==> config.mk <==
export PLATFORM = sky130hd
export DESIGN_NAME = src_oneshot_drum
export DESIGN_NICKNAME = d
export VERILOG_FILES = /design/src/rtl/src_oneshot_drum.sv
export SDC_FILE = /design/constraint.sdc
export NUM_CORES = 1
export LEC_CHECK = 0
export BUFFER_PORTS_ARGS = -buffer_cell sky130_fd_sc_hd__clkbuf_2
export CORE_MARGIN = 4
export CORE_UTILIZATION = 45
export CTS_CLUSTER_SIZE = 14
export DETAILED_ROUTE_END_ITERATION = 10
export GPL_TIMING_DRIVEN = 0
export PLACE_DENSITY = 0.68
export SLEW_MARGIN = 15
export SYNTH_ARGS = -nofsm -noshare
export SYNTH_HDL_FRONTEND = slang
export SYNTH_SLANG_ARGS = --single-unit
==> constraint.sdc <==
create_clock -name mclk -period 13 [get_ports mclk]
set_input_delay 2.6 -clock mclk [delete_from_list [all_inputs] [get_ports mclk]]
set_output_delay 2.6 -clock mclk [all_outputs]
set_load 0.005 [all_outputs]
==> src/rtl/src_oneshot_drum.sv <==
// One-shot drum voice: swept triangle tone mixed with LFSR noise, shaped by an
// attack/decay envelope and emitted once per pblrc sample tick, two mclk cycles later.
module src_oneshot_drum #(
  parameter int VOLUME_BITS = 8,
  parameter int PHASE_BITS  = 16,
  parameter int FREQ_START  = 2048,
  parameter int FREQ_END    = 512,
  parameter int SWEEP_STEP  = 8,
  parameter int SWEEP_DIV   = 4,
  parameter int ATTACK_STEP = 32,
  parameter int DECAY_DIV   = 16,
  parameter int MIX_BITS    = 4
) (
  input  logic                   mclk,
  input  logic                   rst,
  input  logic                   pblrc,
  input  logic                   trig,
  input  logic [MIX_BITS-1:0]    noise_mix,
  output logic signed [15:0]     p_sample_buffer,
  output logic                   sample_valid,
  output logic                   busy,
  output logic [VOLUME_BITS-1:0] volume_out,
  output logic [1:0]             dbg_state
);

  typedef enum logic [1:0] {
    S_IDLE   = 2'd0,
    S_ATTACK = 2'd1,
    S_DECAY  = 2'd2
  } state_e;

  localparam int SW_W = $clog2(SWEEP_DIV + 1);
  localparam int DC_W = $clog2(DECAY_DIV + 1);
  localparam int MW   = 16 + MIX_BITS + 2;
  localparam int PW   = 16 + VOLUME_BITS + 1;
  localparam logic [VOLUME_BITS-1:0] VMAX = {VOLUME_BITS{1'b1}};

  state_e                 state_q, state_d;
  logic [PHASE_BITS-1:0]  phase_q, phase_d;
  logic [PHASE_BITS-1:0]  freq_q, freq_d;
  logic [VOLUME_BITS-1:0] vol_q, vol_d;
  logic [SW_W-1:0]        sw_cnt_q, sw_cnt_d;
  logic [DC_W-1:0]        dc_cnt_q, dc_cnt_d;
  logic [15:0]            lfsr_q, lfsr_d;
  logic                   pblrc_q, trig_q, tick_q, valid_q;
  logic signed [15:0]     sample_q, sample_d;

  logic                   tick, trig_edge;
  logic [VOLUME_BITS:0]   vol_sum;

  assign tick      = pblrc & ~pblrc_q;
  assign trig_edge = trig & ~trig_q;
  assign vol_sum   = {1'b0, vol_q} + (VOLUME_BITS+1)'(ATTACK_STEP);

  always_comb begin
    state_d  = state_q;
    phase_d  = phase_q;
    freq_d   = freq_q;
    vol_d    = vol_q;
    sw_cnt_d = sw_cnt_q;
    dc_cnt_d = dc_cnt_q;
    lfsr_d   = lfsr_q;
    if (tick) lfsr_d = {lfsr_q[14:0], lfsr_q[15] ^ lfsr_q[13] ^ lfsr_q[12] ^ lfsr_q[10]};
    // A trigger edge preempts any envelope/sweep/phase step on the same cycle.
    if (trig_edge) begin
      if (state_q == S_IDLE) begin
        phase_d = '0;
        vol_d   = '0;
      end
      freq_d   = PHASE_BITS'(FREQ_START);
      sw_cnt_d = '0;
      dc_cnt_d = '0;
      state_d  = S_ATTACK;
    end else if (tick && state_q != S_IDLE) begin
      phase_d = phase_q + freq_q;
      if (sw_cnt_q == SW_W'(SWEEP_DIV - 1)) begin
        sw_cnt_d = '0;
        if ({1'b0, freq_q} >= (PHASE_BITS+1)'(FREQ_END + SWEEP_STEP))
          freq_d = freq_q - PHASE_BITS'(SWEEP_STEP);
        else
          freq_d = PHASE_BITS'(FREQ_END);
      end else begin
        sw_cnt_d = sw_cnt_q + 1'b1;
      end
      if (state_q == S_ATTACK) begin
        if (vol_sum >= {1'b0, VMAX}) begin
          vol_d   = VMAX;
          state_d = S_DECAY;
        end else begin
          vol_d = vol_sum[VOLUME_BITS-1:0];
        end
      end else begin
        if (dc_cnt_q == DC_W'(DECAY_DIV - 1)) begin
          dc_cnt_d = '0;
          if (vol_q <= VOLUME_BITS'(1)) begin
            vol_d   = '0;
            state_d = S_IDLE;
          end else begin
            vol_d = vol_q - 1'b1;
          end
        end else begin
          dc_cnt_d = dc_cnt_q + 1'b1;
        end
      end
    end
  end

  // Sample datapath runs one cycle after the tick, from the freshly stepped state.
  logic [14:0]              tri_u;
  logic signed [15:0]       tone, noise, mix;
  logic signed [MIX_BITS+1:0] w_noise, w_tone;
  logic signed [MW-1:0]     mix_full, mix_sh;
  logic signed [PW-1:0]     prod, prod_sh;
  logic unused_bits;

  always_comb begin
    tri_u    = phase_q[PHASE_BITS-1] ? ~phase_q[PHASE_BITS-2 -: 15] : phase_q[PHASE_BITS-2 -: 15];
    tone     = $signed({tri_u, 1'b0} ^ 16'h8000);
    noise    = $signed(lfsr_q);
    w_noise  = $signed({2'b00, noise_mix});
    w_tone   = $signed((MIX_BITS+2)'(2**MIX_BITS)) - w_noise;
    mix_full = MW'(tone) * MW'(w_tone) + MW'(noise) * MW'(w_noise);
    mix_sh   = mix_full >>> MIX_BITS;
    mix      = mix_sh[15:0];
    prod     = PW'(mix) * PW'($signed({1'b0, vol_q}));
    prod_sh  = prod >>> VOLUME_BITS;
    sample_d = sample_q;
    if (tick_q) sample_d = (state_q == S_IDLE) ? 16'sd0 : prod_sh[15:0];
  end

  assign unused_bits = ^{phase_q, mix_sh, prod_sh, vol_sum};

  always_ff @(posedge mclk or negedge rst) begin
    if (!rst) begin
      state_q  <= S_IDLE;
      phase_q  <= '0;
      freq_q   <= PHASE_BITS'(FREQ_START);
      vol_q    <= '0;
      sw_cnt_q <= '0;
      dc_cnt_q <= '0;
      lfsr_q   <= 16'hACE1;
      pblrc_q  <= 1'b0;
      trig_q   <= 1'b0;
      tick_q   <= 1'b0;
      valid_q  <= 1'b0;
      sample_q <= '0;
    end else begin
      state_q  <= state_d;
      phase_q  <= phase_d;
      freq_q   <= freq_d;
      vol_q    <= vol_d;
      sw_cnt_q <= sw_cnt_d;
      dc_cnt_q <= dc_cnt_d;
      lfsr_q   <= lfsr_d;
      pblrc_q  <= pblrc;
      trig_q   <= trig;
      tick_q   <= tick;
      valid_q  <= tick_q;
      sample_q <= sample_d;
    end
  end

  assign p_sample_buffer = sample_q;
  assign sample_valid    = valid_q;
  assign busy            = (state_q != S_IDLE);
  assign volume_out      = vol_q;
  assign dbg_state       = state_q;

endmodule

==> out/metrics.yaml <==
sta:
  relSlewSlack_pct: 43.6
  min_period_over_period_pct: 102
  final_hold_viol_count: 0
  timing.fmax_ghz: 0.0756
  clock_skew_ps: 15.0
  min_period_ps: 13230
  rsz0062_at_grt: "true"
  fin_ws_ps: -227
  whs_ps: 489
  slew_viol_final: 0
  tightest_slew_ps: 840
  setup_viol: 7
global_routing:
  track_usage_pct: 20.2
  gr-total-overflow: 0
  first_global_vias: 11775
  grt_pass1_wl_um: 56400
  grt_max_degree: 84
  antenna_found_initial: 0
placed_design:
  place_hpwl_um: 25100
  place_area_mm2: 0.0149
  placed_cells: 2044
  gp_congestion: 0.884
  portBuffers: 33
worst_setup_path:
  r2r_start: "phase_q[15]"
  critPathCaptureType: "flop"
  path_max_fanout: 5
  critPathSlowestCell: "fa_1"
  ff2ff_setup_slack_ps: 1100
  worst_setup_path_start_kind: "input port"
  cp-endpoint: "p_sample_buffer[14]"
  critical_path_class: "in -> reg"
  r2r_cells: 48
  critPathMaxStageDelay_ps: 580
  critPathLaunch: "noise_mix[0]"
  cp_common_cell: "fa_1"
  r2r_end: "p_sample_buffer[14]"
  critPathRequiredTime_ps: 13230
  critPathArrivalTime_ps: 13460
logic_synthesis:
  yosys_register_bits: 83
  synth_nets: 1949
  async_flop_share_pct: 100
  avgSynthCellArea_um2: 8.62
  dominantRegCellSynth: "dfrtp_1"
  synth_area_mm2: 0.0139
  postSynthCellCount: 1615
  yosysWarnings: 0
  synth_edf_count: 0
  synth_cell_types: 72
  yosysSeqAreaShare_pct: 15.0
layout:
  final_common_cell: "inv_1"
  fin_cells: 2102
  post-route-util_pct: 52.2
  drive_gt1_share_pct: 14.0
  final_cell_mix: "281 x inv_1, 185 x fa_1, 149 x nor2_1"
  area_growth_pct: 14.7
  n_antenna_cell: 0
  nets: 2035
  stdcell_area_mm2: 0.0160
  n_fill_cell: 2868
flow_run:
  maxCapViolCount: 0
detailed_routing:
  num_vias: 11197
  drtIter0Drc: 653
  drtAntennaViolNets: 0
  drt-total-wl_um: 32400
  firstDrtPassIters: 7
  remaining_drc_errors: 0
  wire_per_inst_um: 15.4
  via_per_inst: 5.33
floorplanning:
  rows: 64
  initial_utilization_pct: 45.5
  core_region_area_mm2: 0.0306
  die_h_um: 184
  fp.dieW_um: 184
  die_area_mm2: 0.0338
  io-pin-count: 36
min_path:
  hp-class: "reg -> reg"
run_status:
  violations: "setup timing"
  status: "finished, violations left"
clock_network:
  hold_buffers: 0
  numCtsBuffers: 9
  clock-sinks: 83
  cts_tree: "built"
  clock-root-buffer: "clkbuf_16"
  htreeDepth: 3
  clock_path_buffers: 2
  clkTransAtPathRegs_ps: 70
  clk_latency_ps: 360
[cells in the mapped netlist, types with 10 or more instances]
master     number  area [um^2]
nor2_1        154          578
a211oi_1       11         82.6
o21ai_0        46          230
nor2b_1        11         68.8
dfrtp_1        74         1850
clkbuf_1       51          191
nor4_1         12         75.1
nand2_1       144          541
inv_1         293         1100
fa_1          187         3740
mux2_2         15          169
and2_1         96          601
nand3_1        36          180
nor3_1         27          135
a21oi_1        51          255
nand2b_1       10         62.6
xor2_1         27          236
o21a_1         13         97.6
a21o_1         16          120
xnor2_1        51          447
o2bb2ai_1      13          114
a31oi_1        18          113
ha_1          139         1740
[stage by stage]
step	worst slack, ps	TNS (ps)
floorplan	-274	-772
finish	-227	-876
CTS	-209	-830
global route	-659	-5120
detailed placement	-1640	-17490
global placement	-1490	-15150
[area by class of cell]
class	instances	area [um^2]	area share, %
Buffer	56	347	2.17
Clock inverter	7	95.1	0.595
Tap cell	396	495	3.10
Multi-Input combinational cell	1179	11100	69.3
Sequential cell	83	2090	13.1
Timing Repair Buffer	79	534	3.35
Clock buffer	9	225	1.41
Inverter	293	1120	7.02
[registers in the layout, indices dropped and copies added (netlist names)]
name and cells:
lfsr_q 16, p_sample_buffer 16, phase_q 16, freq_q 13, volume_out 8, dc_cnt_q 5, sw_cnt_q 3, dbg_state 2
pblrc_q 1, sample_valid 1, tick_q 1, trig_q 1
[how the worst min path moves through the flow]
stage	start	to	slack, ps	depth (start not counted)
global placement	p_sample_buffer[9]	p_sample_buffer[9]	470	1
finish	p_sample_buffer[3]	p_sample_buffer[3]	490	1
CTS	p_sample_buffer[11]	p_sample_buffer[11]	490	1
floorplan	tick_q	sample_valid	410	0
detailed placement	p_sample_buffer[11]	p_sample_buffer[11]	470	1
global route	p_sample_buffer[2]	p_sample_buffer[2]	510	1
[timing repair]
item | CTS | global route
gates resized for setup | 64 | 37
buffers inserted | 35 | 11
pin swaps | 40 | 25
endpoints found under the setup margin | 15 | 15
endpoints found under the hold margin | 0 | 0
gates cloned | 0 | 0
[routing by layer]
metal	vias to the layer above	share of wire [%]	GRT usage, %
li1	5361	-	-
met1	5606	46	28.0
met2	206	49	34.5
met3	24	3.6	2.33
met4	0	1.2	3.93
met5	-	0	0
[critical path, delay by kind of cell]
| family | cells | cell delay (ps) |
|---|---|---|
| fa+ha+maj | 14 | 5730 |
| compound gates | 14 | 2480 |
| simple gates | 7 | 1270 |
| buf+inv | 12 | 830 |
| xor+xnor | 3 | 530 |
[cell families after synthesis]
logic type      synth area share [%]
compound gates                  11.3
xor+xnor                        5.22
fa+ha+maj                       39.4
buf+inv                         9.71
flops                           15.0
mux                             1.36
simple gates                    18.0
Power is not shown: default switching activity piles up to over one toggle a cycle in this logic, so the estimate is an artifact.
